--- src/rtl/aes_encrypt_scheduler.sv ---
// rtl/aes_encrypt_scheduler.sv - round-robin front end sharing one AES core among NUM_REQ requesters
// One block in flight: operands held for CORE_LATENCY cycles, then ciphertext returned with its requester id.
module aes_encrypt_scheduler #(
  parameter int NUM_REQ      = 4,
  parameter int CORE_LATENCY = 11,
  parameter int ID_W         = $clog2(NUM_REQ)
) (
  input  logic                   clk,
  input  logic                   i_Rst_n,
  input  logic [NUM_REQ-1:0]     i_Req_Valid,
  input  logic [NUM_REQ*128-1:0] i_Req_Key,
  input  logic [NUM_REQ*128-1:0] i_Req_Plain_Text,
  output logic [NUM_REQ-1:0]     o_Req_Ready,
  output logic                   o_Rsp_Valid,
  output logic [ID_W-1:0]        o_Rsp_Id,
  output logic [127:0]           o_Rsp_Cipher_Text,
  input  logic                   i_Rsp_Ready,
  output logic [127:0]           o_Core_Key,
  output logic [127:0]           o_Core_Plain_Text,
  input  logic [127:0]           i_Core_Cipher_Text,
  output logic                   o_Busy
);

  localparam int CNT_W = $clog2(CORE_LATENCY + 1);

  typedef enum logic [1:0] {
    S_IDLE = 2'd0,
    S_WAIT = 2'd1,
    S_RESP = 2'd2
  } state_t;

  state_t            state;
  state_t            state_next;
  logic [ID_W-1:0]   last_id;
  logic [CNT_W-1:0]  cnt;
  logic [ID_W-1:0]   grant_id;
  logic [ID_W-1:0]   idx;
  logic              grant_found;
  logic              accept;

  // Search starts one past the last winner so every waiting requester is reached within NUM_REQ grants.
  always_comb begin
    grant_found = 1'b0;
    grant_id    = '0;
    idx         = '0;
    for (int i = 1; i <= NUM_REQ; i++) begin
      idx = ID_W'((int'(last_id) + i) % NUM_REQ);
      if (!grant_found && i_Req_Valid[idx]) begin
        grant_found = 1'b1;
        grant_id    = idx;
      end
    end
  end

  assign accept = (state == S_IDLE) && grant_found;

  always_ff @(posedge clk or negedge i_Rst_n) begin
    if (!i_Rst_n) begin
      state <= S_IDLE;
    end else begin
      state <= state_next;
    end
  end

  always_comb begin
    state_next = state;
    case (state)
      S_IDLE: if (grant_found) state_next = S_WAIT;
      S_WAIT: if (cnt == CNT_W'(1)) state_next = S_RESP;
      S_RESP: if (i_Rsp_Ready) state_next = S_IDLE;
      default: state_next = S_IDLE;
    endcase
  end

  // Ready is masked during reset so no requester sees an accept while the block is held.
  always_comb begin
    o_Req_Ready = '0;
    if (state == S_IDLE && grant_found && i_Rst_n) begin
      o_Req_Ready[grant_id] = 1'b1;
    end
    o_Rsp_Valid = (state == S_RESP);
    o_Busy      = (state != S_IDLE);
  end

  always_ff @(posedge clk or negedge i_Rst_n) begin
    if (!i_Rst_n) begin
      last_id           <= ID_W'(NUM_REQ - 1);
      o_Rsp_Id          <= '0;
      cnt               <= '0;
      o_Core_Key        <= '0;
      o_Core_Plain_Text <= '0;
      o_Rsp_Cipher_Text <= '0;
    end else begin
      if (accept) begin
        o_Core_Key        <= i_Req_Key[{grant_id, 7'd0} +: 128];
        o_Core_Plain_Text <= i_Req_Plain_Text[{grant_id, 7'd0} +: 128];
        o_Rsp_Id          <= grant_id;
        last_id           <= grant_id;
        cnt               <= CNT_W'(CORE_LATENCY);
      end else if (state == S_WAIT) begin
        cnt <= cnt - CNT_W'(1);
        if (cnt == CNT_W'(1)) begin
          o_Rsp_Cipher_Text <= i_Core_Cipher_Text;
        end
      end
    end
  end

endmodule
--- config.mk ---
export PLATFORM = sky130hd
export DESIGN_NAME = aes_encrypt_scheduler
export DESIGN_NICKNAME = d
export VERILOG_FILES = /design/src/rtl/aes_encrypt_scheduler.sv
export SDC_FILE = /design/constraint.sdc
export NUM_CORES = 1
export LEC_CHECK = 0
export ABC_AREA = 1
export CAP_MARGIN = 25
export CORE_AREA = 10 10 589 591
export DETAILED_ROUTE_END_ITERATION = 12
export DIE_AREA = 0 0 599 601
export GPL_TIMING_DRIVEN = 0
export PLACE_DENSITY = 0.3
export SYNTH_ARGS = -nofsm -noshare
export SYNTH_HDL_FRONTEND = slang
export SYNTH_SLANG_ARGS = --single-unit
--- constraint.sdc ---
create_clock -name clk -period 3.2 [get_ports clk]
set_clock_uncertainty 0.2 [all_clocks]
set_input_delay 0.64 -clock clk [delete_from_list [all_inputs] [get_ports clk]]
set_output_delay 0.64 -clock clk [all_outputs]
set_load 0.1 [all_outputs]
==> results.sh <==
export IMPL_via_per_inst=3.44
export IMPL_path_cells="buf_6 > nand2_1 > nand2_2 > nand2_2 > buf_4 > nand4_1 > nand2_2 > nand2_8 > nand2_8 > buf_16 > buf_16 > buf_16 > nor3_4 > clkbuf_16"
export IMPL_postRouteAntennaNets=0
export IMPL_seqCellArea_mm2=0.00986
export IMPL_die_x_um=599
export IMPL_final_core_util_pct=15.7
export IMPL_die_h_um=601
export IMPL_yosysSeqAreaShare_pct=41.6
export IMPL_violations="setup timing"
export IMPL_multi_input_area_mm2=0.0126
export IMPL_dr_pass1_iters=6
export IMPL_portBuffers=1550
export IMPL_status="finished with violations"
export IMPL_grt_overflow_total=0
export IMPL_clock_sinks=394
export IMPL_power_density_mw_per_mm2=1490
export IMPL_tightestPinTransition_ns=1.12
export IMPL_clk_pin_slew_ns=0.06
export IMPL_cts_buffers=71
export IMPL_fp_row_count=213
export IMPL_grt_pass1_wl_mm=407
export IMPL_syn_avg_cell_area_um2=6.86
export IMPL_grt_max_degree=102
export IMPL_detail_route_wl_per_cell_um=33.4
export IMPL_nFillCells=38136
export IMPL_num_vias=33648
export IMPL_crit_type="reg -> out"
export IMPL_synthCells=3451
export IMPL_finalSetupTns_ns=-3.47
export IMPL_ff2ff_setup_slack_ns=-0.11
export IMPL_ys_warn_count=0
export IMPL_grt_usage_pct=17.3
export IMPL_grt_setup_unrepaired="yes"
export IMPL_crit_arrival_ns=3.13
export IMPL_die_area_mm2=0.360
export IMPL_post_route_min_period_ns=3.97
export IMPL_layout_commonest_cell="nand2_1"
export IMPL_critPathSlowestCell="dfstp_2"
export IMPL_drc_errors=0
export IMPL_drt_iter0_markers=2433
export IMPL_path_buf_inv=6
export IMPL_power_total_mw=78.8
export IMPL_slew_violations=0
export IMPL_pin_count=1551
export IMPL_place_area_mm2=0.0498
export IMPL_critPathCaptureType="output pin"
export IMPL_ctsLongestPathBuffers=4
export IMPL_fin_area_mm2=0.0528
export IMPL_cts_tree="yes"
export IMPL_cp_start_kind="flip-flop"
export IMPL_setup_ws_ns=-0.774
export IMPL_grt_pass1_vias=34264
export IMPL_critPathMaxStageDelay_ns=0.56
export IMPL_leakage_nw=23.2
export IMPL_final_cell_mix="nand2_1, clkdlybuf4s50_1, nand3_1"
export IMPL_area_delta_synth_final_pct=123
export IMPL_timing_hold_violations_final=0
export IMPL_min_path_type="in -> reg"
export IMPL_start_util_pct=7.07
export IMPL_stdcell_count=9776
export IMPL_hpwlAfterDp_mm=287
export IMPL_cts_root_buf="clkbuf_16"
export IMPL_drive_gt1_share_pct=13.8
export IMPL_cap_violations=0
export IMPL_dpl_cell_count=9600
export IMPL_ys_ff_latch=394
export IMPL_crit_family="buffers and inverters"
export IMPL_crit_required_ns=2.36
export IMPL_gp_congestion=0.937
export IMPL_relSlewSlack_pct=25.5
export IMPL_setup_viol=14
export IMPL_critPathMaxFanout=8
export IMPL_synth_distinct_cells=25
export IMPL_wl_mm=327
export IMPL_clkLatencyLatePin_ns=0.76
export IMPL_design_core_area_mm2=0.335
export IMPL_syn_nets=4612
export IMPL_syn_cell_area_mm2=0.0237
export IMPL_ir_drop_uv=1050
export IMPL_htreeDepth=3
export IMPL_post_route_period_util_pct=124
export IMPL_fmax_mhz=252
export IMPL_fin_nets=6442
export IMPL_antenna_found_initial=224
==> cell type report <==
type	instances	share of cell area, %
Timing Repair Buffer	1757	38.9
Multi-Input combinational cell	2773	23.9
Sequential cell	394	18.7
Tap cell	4407	10.4
Clock buffer	93	3.77
Buffer	269	3.27
Clock inverter	28	0.756
Antenna cell	40	0.190
Inverter	15	0.140
==> synthesized netlist by cell type <==
| cell | number | area [um2] |
|---|---|---|
| nand2_1 | 1837 | 6900 |
| nand3_1 | 777 | 3890 |
| dfrtp_1 | 392 | 9810 |
| mux2_2 | 128 | 1440 |
| clkbuf_1 | 123 | 462 |
| buf_2 | 114 | 571 |
| buf_6 | 22 | 248 |
| inv_1 | 13 | 48.8 |
| buf_1 | 5 | 18.8 |
| buf_4 | 5 | 37.5 |
| nor2_1 | 5 | 18.8 |
| nor3_1 | 5 | 25.0 |
| o21ai_0 | 5 | 25.0 |
| nand4_1 | 4 | 25.0 |
| nand2_2 | 3 | 18.8 |
| dfstp_2 | 2 | 52.6 |
| ha_1 | 2 | 25.0 |
| inv_2 | 2 | 7.51 |
| nand4_4 | 1 | 21.3 |
| nor2_2 | 1 | 6.26 |
| nor2_4 | 1 | 11.3 |
| o21ai_2 | 1 | 8.76 |
| o21bai_1 | 1 | 7.51 |
| o31ai_1 | 1 | 7.51 |
| xnor2_1 | 1 | 8.76 |
==> state kept, by name (all words and copies together) (netlist names) <==
signal,count
o_Core_Key,128
last_id,2
o_Rsp_Id,2
cnt,4
o_Rsp_Cipher_Text,128
state,2
o_Core_Plain_Text,128
==> metal layers <==
layer | track usage [%] | part of all wire [%] | vias up
met5 | 0 | 0.092 | -
met2 | 32.8 | 53 | 1587
li1 | - | - | 14881
met3 | 4.16 | 6.1 | 515
met4 | 3.63 | 2.6 | 44
met1 | 19.5 | 39 | 16621
==> final timing paths <==
| kind | start | endpoint | cells after the start |
|---|---|---|---|
| max in group asynchronous | i_Rst_n | o_Core_Key[2] | 5 |
| setup / recovery | last_id[0] | o_Req_Ready[2] | 14 |
| min in group asynchronous | i_Rst_n | o_Rsp_Id[0] | 3 |
| hold / removal | i_Core_Cipher_Text[19] | o_Rsp_Cipher_Text[19] | 2 |
| setup reg to reg | last_id[0] | o_Core_Plain_Text[50] | 15 |
| hold reg to reg | o_Core_Key[73] | o_Core_Key[73] | 2 |
==> power breakdown <==
| group | switching (mW) | total [mW] | leakage (nW) | internal, mW |
|---|---|---|---|---|
| Sequential | 1.73 | 9.23 | 4.81 | 7.50 |
| Combinational | 43.4 | 61.2 | 17.2 | 17.8 |
| Clock | 3.33 | 8.42 | 1.18 | 5.09 |
| Total | 48.4 | 78.8 | 23.2 | 30.4 |
==> stage by stage <==
step	hold WS, ns	setup WS (ns)
after floorplan	0.144	-0.193
after global placement	0.281	-21.83
after detailed placement	0.276	-2.40
after CTS	0.160	-0.954
after global routing	0.212	-0.966
final	0.266	-0.774
==> logic make-up (layout without fill, tap and decap cells) <==
family	count (synthesis)	in the layout	share of synthesized area [%]
AND/OR/NAND/NOR	2634	2634	46.1
adder cells (fa/ha/maj)	2	2	0.106
flip-flops	394	394	41.6
XOR/XNOR	1	1	0.0370
multiplexers	128	128	6.08
buffers and inverters	284	2162	5.88
other	0	40	0
AO/OA/AOI/OAI	8	8	0.206
==> repair_timing <==
item	CTS	global route
gates resized for setup	324	59
setup endpoints to repair	429	228
buffers inserted	15	2
pin swaps	16	13
hold buffers	2	0
hold endpoints to repair	56	0
No activity file was read; power rests on OpenSTA's default activity.
